[src/rtl/mult_pkg.sv]
// Shared widths and FSM state encoding for the shift-add multiplier controller.
package mult_pkg;

    localparam int unsigned DATA_W     = 16;
    localparam int unsigned MUL_CYCLES = 16;

    typedef enum logic [2:0] {
        ST_IDLE,
        ST_LOAD,
        ST_RUN,
        ST_CAPTURE,
        ST_WAIT
    } state_e;

endpackage

[src/rtl/mult_sign_fix.sv]
// Conditional two's-complement negate, used both to take operand magnitudes and to restore the product sign.
module mult_sign_fix #(
    parameter int unsigned W = 16
) (
    input  logic [W-1:0] val_i,
    input  logic         neg_i,
    output logic [W-1:0] val_o
);

    // The most negative value negates to itself, which is exactly its magnitude as an unsigned number.
    assign val_o = neg_i ? (~val_i + {{(W-1){1'b0}}, 1'b1}) : val_i;

endmodule

[src/rtl/mult_ctrl.sv]
// Sequencer around an external shift-add multiplier: accepts an operand pair, runs the
// multiplier for MUL_CYCLES steps and returns a sign-corrected product through a ready/valid output register.
module mult_ctrl
    import mult_pkg::*;
#(
    parameter int unsigned DATA_W     = mult_pkg::DATA_W,
    parameter int unsigned MUL_CYCLES = mult_pkg::MUL_CYCLES
) (
    input  logic                  clk,
    input  logic                  rst,
    input  logic                  in_valid,
    output logic                  in_ready,
    input  logic [DATA_W-1:0]     in_a,
    input  logic [DATA_W-1:0]     in_b,
    input  logic                  in_signed,
    output logic [DATA_W-1:0]     mul_num1,
    output logic [DATA_W-1:0]     mul_num2,
    output logic                  mul_load_n,
    input  logic [2*DATA_W-1:0]   mul_result,
    output logic                  res_valid,
    input  logic                  res_ready,
    output logic [2*DATA_W-1:0]   res_data
);

    localparam int unsigned CNT_W = $clog2(MUL_CYCLES + 1);

    state_e               state_q, state_d;
    logic [CNT_W-1:0]     cnt_q, cnt_d;
    logic [DATA_W-1:0]    num1_q, num1_d;
    logic [DATA_W-1:0]    num2_q, num2_d;
    logic                 sgn_q, sgn_d;
    logic                 neg_q, neg_d;
    logic                 res_valid_q, res_valid_d;
    logic [2*DATA_W-1:0]  res_data_q, res_data_d;

    logic [DATA_W-1:0]    mag_a, mag_b;
    logic [2*DATA_W-1:0]  res_fixed;

    mult_sign_fix #(.W(DATA_W)) u_fix_a (
        .val_i (in_a),
        .neg_i (in_signed & in_a[DATA_W-1]),
        .val_o (mag_a)
    );

    mult_sign_fix #(.W(DATA_W)) u_fix_b (
        .val_i (in_b),
        .neg_i (in_signed & in_b[DATA_W-1]),
        .val_o (mag_b)
    );

    mult_sign_fix #(.W(2*DATA_W)) u_fix_res (
        .val_i (mul_result),
        .neg_i (sgn_q & neg_q),
        .val_o (res_fixed)
    );

    // Reset gates the handshake outputs directly so they take effect without waiting for a clock.
    assign in_ready   = (state_q == ST_IDLE) && !rst;
    assign mul_load_n = (state_q != ST_LOAD) && !rst;
    assign mul_num1   = num1_q;
    assign mul_num2   = num2_q;
    assign res_valid  = res_valid_q;
    assign res_data   = res_data_q;

    always_ff @(posedge clk or posedge rst) begin
        if (rst) begin
            state_q     <= ST_IDLE;
            cnt_q       <= '0;
            num1_q      <= '0;
            num2_q      <= '0;
            sgn_q       <= 1'b0;
            neg_q       <= 1'b0;
            res_valid_q <= 1'b0;
            res_data_q  <= '0;
        end else begin
            state_q     <= state_d;
            cnt_q       <= cnt_d;
            num1_q      <= num1_d;
            num2_q      <= num2_d;
            sgn_q       <= sgn_d;
            neg_q       <= neg_d;
            res_valid_q <= res_valid_d;
            res_data_q  <= res_data_d;
        end
    end

    always_comb begin
        state_d     = state_q;
        cnt_d       = cnt_q;
        num1_d      = num1_q;
        num2_d      = num2_q;
        sgn_d       = sgn_q;
        neg_d       = neg_q;
        res_valid_d = res_valid_q;
        res_data_d  = res_data_q;

        // A consumer handshake frees the register; a same-edge capture below re-fills it.
        if (res_valid_q && res_ready) begin
            res_valid_d = 1'b0;
        end

        unique case (state_q)
            ST_IDLE: begin
                cnt_d = '0;
                if (in_valid && in_ready) begin
                    num1_d  = mag_a;
                    num2_d  = mag_b;
                    sgn_d   = in_signed;
                    neg_d   = in_signed & (in_a[DATA_W-1] ^ in_b[DATA_W-1]);
                    state_d = ST_LOAD;
                end
            end
            ST_LOAD: begin
                cnt_d   = '0;
                state_d = ST_RUN;
            end
            ST_RUN: begin
                if (cnt_q == CNT_W'(MUL_CYCLES - 1)) begin
                    cnt_d   = '0;
                    state_d = ST_CAPTURE;
                end else begin
                    cnt_d = cnt_q + 1'b1;
                end
            end
            ST_CAPTURE, ST_WAIT: begin
                if (!res_valid_q || res_ready) begin
                    res_data_d  = res_fixed;
                    res_valid_d = 1'b1;
                    state_d     = ST_IDLE;
                end else begin
                    state_d = ST_WAIT;
                end
            end
            default: state_d = ST_IDLE;
        endcase
    end

endmodule

[config.mk]
export PLATFORM = sky130hd
export DESIGN_NAME = mult_ctrl
export DESIGN_NICKNAME = d
export VERILOG_FILES = /design/src/rtl/mult_pkg.sv /design/src/rtl/mult_sign_fix.sv /design/src/rtl/mult_ctrl.sv
export SDC_FILE = /design/constraint.sdc
export NUM_CORES = 1
export LEC_CHECK = 0
export ABC_AREA = 0
export BUFFER_PORTS_ARGS = -buffer_cell sky130_fd_sc_hd__clkbuf_2
export CORE_UTILIZATION = 25
export CTS_CLUSTER_DIAMETER = 60
export DETAILED_ROUTE_END_ITERATION = 7
export PLACE_DENSITY = 0.42
export SKIP_CTS_REPAIR_TIMING = 1
export SYNTH_ARGS = -nofsm -noshare
export SYNTH_HDL_FRONTEND = slang
export SYNTH_HIERARCHICAL = 1
export SYNTH_SLANG_ARGS = --single-unit
[constraint.sdc]
create_clock -name clk -period 6.1 [get_ports clk]
set_input_delay 0.305 -clock clk [delete_from_list [all_inputs] [get_ports clk]]
set_output_delay 0.305 -clock clk [all_outputs]
set_load 0.01 [all_outputs]
==> impl_metrics.toml <==
[worst_setup_path]
crit_required_ns = 6.36
cpPeakStageDelay_ns = 0.93
worst-path-max-fanout = 26
r2r-end = "res_data[3]"
worstPathArrival_ns = 2.55
endpoint_kind = "register"
critPathKind = "reg -> reg"
worstReg2RegStart = "state_q[2]"
cp_cell_sequence = "nand2b_1 > nand2b_1 > o22ai_1 > a21oi_1"
cp-endpoint = "res_data[3]"
critical_path_buf_inv_count = 0
reg2reg_slack_ns = 3.81
cp-start-kind = "register"
critPathSlowestCell = "nand2b_1"
crit_path_frequent_cell = "nand2b_1"
reg2regPathDepth = 4
cp_top_family = "simple AND/OR/NAND/NOR gates"
crit_start = "state_q[2]"
cp.depth = 4

[timing]
whs_ns = 0.154
clock.fmax_ghz = 0.437
worst_slew_pin_slew_ns = 1.21
max_slew_margin_pct = 19.1
skew_ns = 0.00731
period_share_pct = 37.5
slew_viol_final = 0
finalSetupViolCount = 0
min_period_ns = 2.29
finalHoldViolations = 0
rsz0062_at_grt = "no"
fin_tns_setup_ns = 0

[power]
vdd_drop_max_uv = 175
leakage_nw = 2.64
power.density_nw_per_um2 = 409

[placement]
dp_hpwl_um = 9890
gp_congestion = 0.793
placed_cells = 838
io_buffers = 135

[route]
drc = 0
antenna_left = 0
drtIter0Drc = 178
wl_um = 14000
vias = 4170
viasPerCell = 4.88
routedWlPerCell_um = 16.4
dr.pass1.iters = 6

[global_route]
grt_pass1_wl_um = 22500
antenna_found_initial = 0
grt_max_degree = 42
grt_pass1_vias = 4208
grtUsageTotal_pct = 14.4
grt_overflow = 0

[yosys]
synth_nets = 543
yosysTopAreaCellShare_pct = 38.8
ys_ff_latch = 75
synthCells = 470
yosysSeqAreaShare_pct = 38.8
ys_types = 47
synthArstFlopShare_pct = 100
synth_area_leaders = "dfrtp_1 39%, xnor2_1 8.9%, mux2_4 8.4%"
synth_commonest_cells = "75 x dfrtp_1, 52 x o22ai_1, 49 x xnor2_1"
yosysWarnings = 6
synth_top_flop_cell = "dfrtp_1"
synth-edff-count = 0
syn-cell-area_sq_um = 4840
yosys.area.top_type = "dfrtp_1"
syn_area_per_cell_sq_um = 10.3
synthMostInstantiatedCell = "dfrtp_1"

[clock_tree]
root_buffer = "clkbuf_16"
clkTransAtPathRegs_ns = 0.06
tritoncts = "yes"
clkSinkCount = 75
htreeDepth = 3
clock_latency_ns = 0.33
clockBufferDepth = 2
cts_buffers = 9

[layout]
diodes = 0
fill_cells = 1985
stdcell_count = 854
drive_above_1_share_pct = 35.5
syn_to_final_growth_pct = 25.2
num-nets-final = 662

[floorplanning]
dieArea_sq_um = 19900
start_util_pct = 25.7
rows = 50
die_w_um = 141
core_sq_um = 18800
fp.dieH_um = 141
io_pins = 136

[run_status]
status = "finished clean"

[hold_path]
worstHoldPathType = "in -> async"

[flow_run]
drv_cap = 0
==> power by group <==
| part | internal [mW] | switching [mW] | leakage (nW) |
|---|---|---|---|
| Clock | 0.412 | 0.222 | 0.173 |
| Combinational | 0.501 | 0.528 | 1.52 |
| Sequential | 0.682 | 0.133 | 0.953 |
==> flip-flops by register name, indices dropped and copies added (netlist names) <==
signal and count:
state_q 3, sgn_q 1, res_valid 1, cnt_q 5
res_data 32, mul_num1 16, neg_q 1, mul_num2 16
==> placed cells by master, fill, tap and decap left out, drive strengths merged, types with 2 or more instances in the layout <==
cell type	synthesis	routed
clkbuf	11	145
ha	4	4
or3	8	8
or2	3	3
o22ai	52	52
bufinv	0	3
nor4	7	7
xor2	11	11
o21ai	18	18
clkinv	0	3
or4	6	6
inv	10	10
xnor2	49	49
dfrtp	75	75
and2	3	3
nor2b	3	3
nand2	38	38
nand4	3	3
a21oi	32	32
a21o	2	2
or2b	2	2
nand2b	8	8
o31a	2	2
nand3	6	6
o32ai	12	12
o21a	3	3
mux2	33	33
nor2	7	7
buf	20	4
o41ai	13	13
nor3	2	2
o31ai	20	20
==> worst register-to-register path, delay by kind of cell, from the launching register on <==
| family | cells | cell delay [ns] |
|---|---|---|
| simple gates | 2 | 1.28 |
| flops | 1 | 0.57 |
| compound gates | 2 | 0.37 |
==> metrics by stage <==
step	total power, mW	utilization [%]	setup slack [ns]	instance area, sq um
after floorplan	1.51	-	3.89	4840
after global placement	1.85	30.3	3.70	5710
after detailed placement	1.86	30.3	3.72	5710
after CTS	2.52	32.2	3.75	6060
after global routing	2.65	32.2	3.47	6060
final	2.48	32.2	3.81	6060
==> cells by family (layout without fill, tap and decap cells) <==
kind of cell	Yosys count	after routing	synth area share [%]
muxes	33	33	9.77
and+or+nand+nor	99	99	12.8
xor gates and xnor gates	60	60	10.9
buffers and inverters	41	165	4.32
adders and majority gates	4	4	1.03
DFF	75	75	38.8
AOI/OAI and AO/OA	158	158	22.4
==> per-layer routing <==
metal	vias up	wire length (um)	track usage [%]
met5	-	0	0
li1	2016	-	-
met1	2007	6500	18.7
met4	0	30	3.26
met3	2	976	4.25
met2	145	6480	23.5
==> how the worst min path moves through the flow <==
stage | slack (ns) | cells after the start | endpoint | start
after CTS | 0.18 | 2 | mul_num2[2] | rst
after floorplan | 0.44 | 2 | neg_q | in_signed
after detailed placement | 0.47 | 2 | neg_q | neg_q
after global placement | 0.45 | 2 | neg_q | neg_q
final | 0.15 | 2 | mul_num2[2] | rst
after global routing | 0.22 | 2 | mul_num2[2] | rst
==> area by class of cell <==
class                           instances  area, sq um  share of cell area, %
Timing Repair Buffer                  139          706                   11.6
Clock buffer                           10          239                   3.94
Tap cell                              260          325                   5.37
Inverter                               10         37.5                  0.620
Clock inverter                          6          113                   1.86
Sequential cell                        75         1880                   31.0
Multi-Input combinational cell        354         2760                   45.6
No activity file was read; power rests on OpenSTA's default activity.
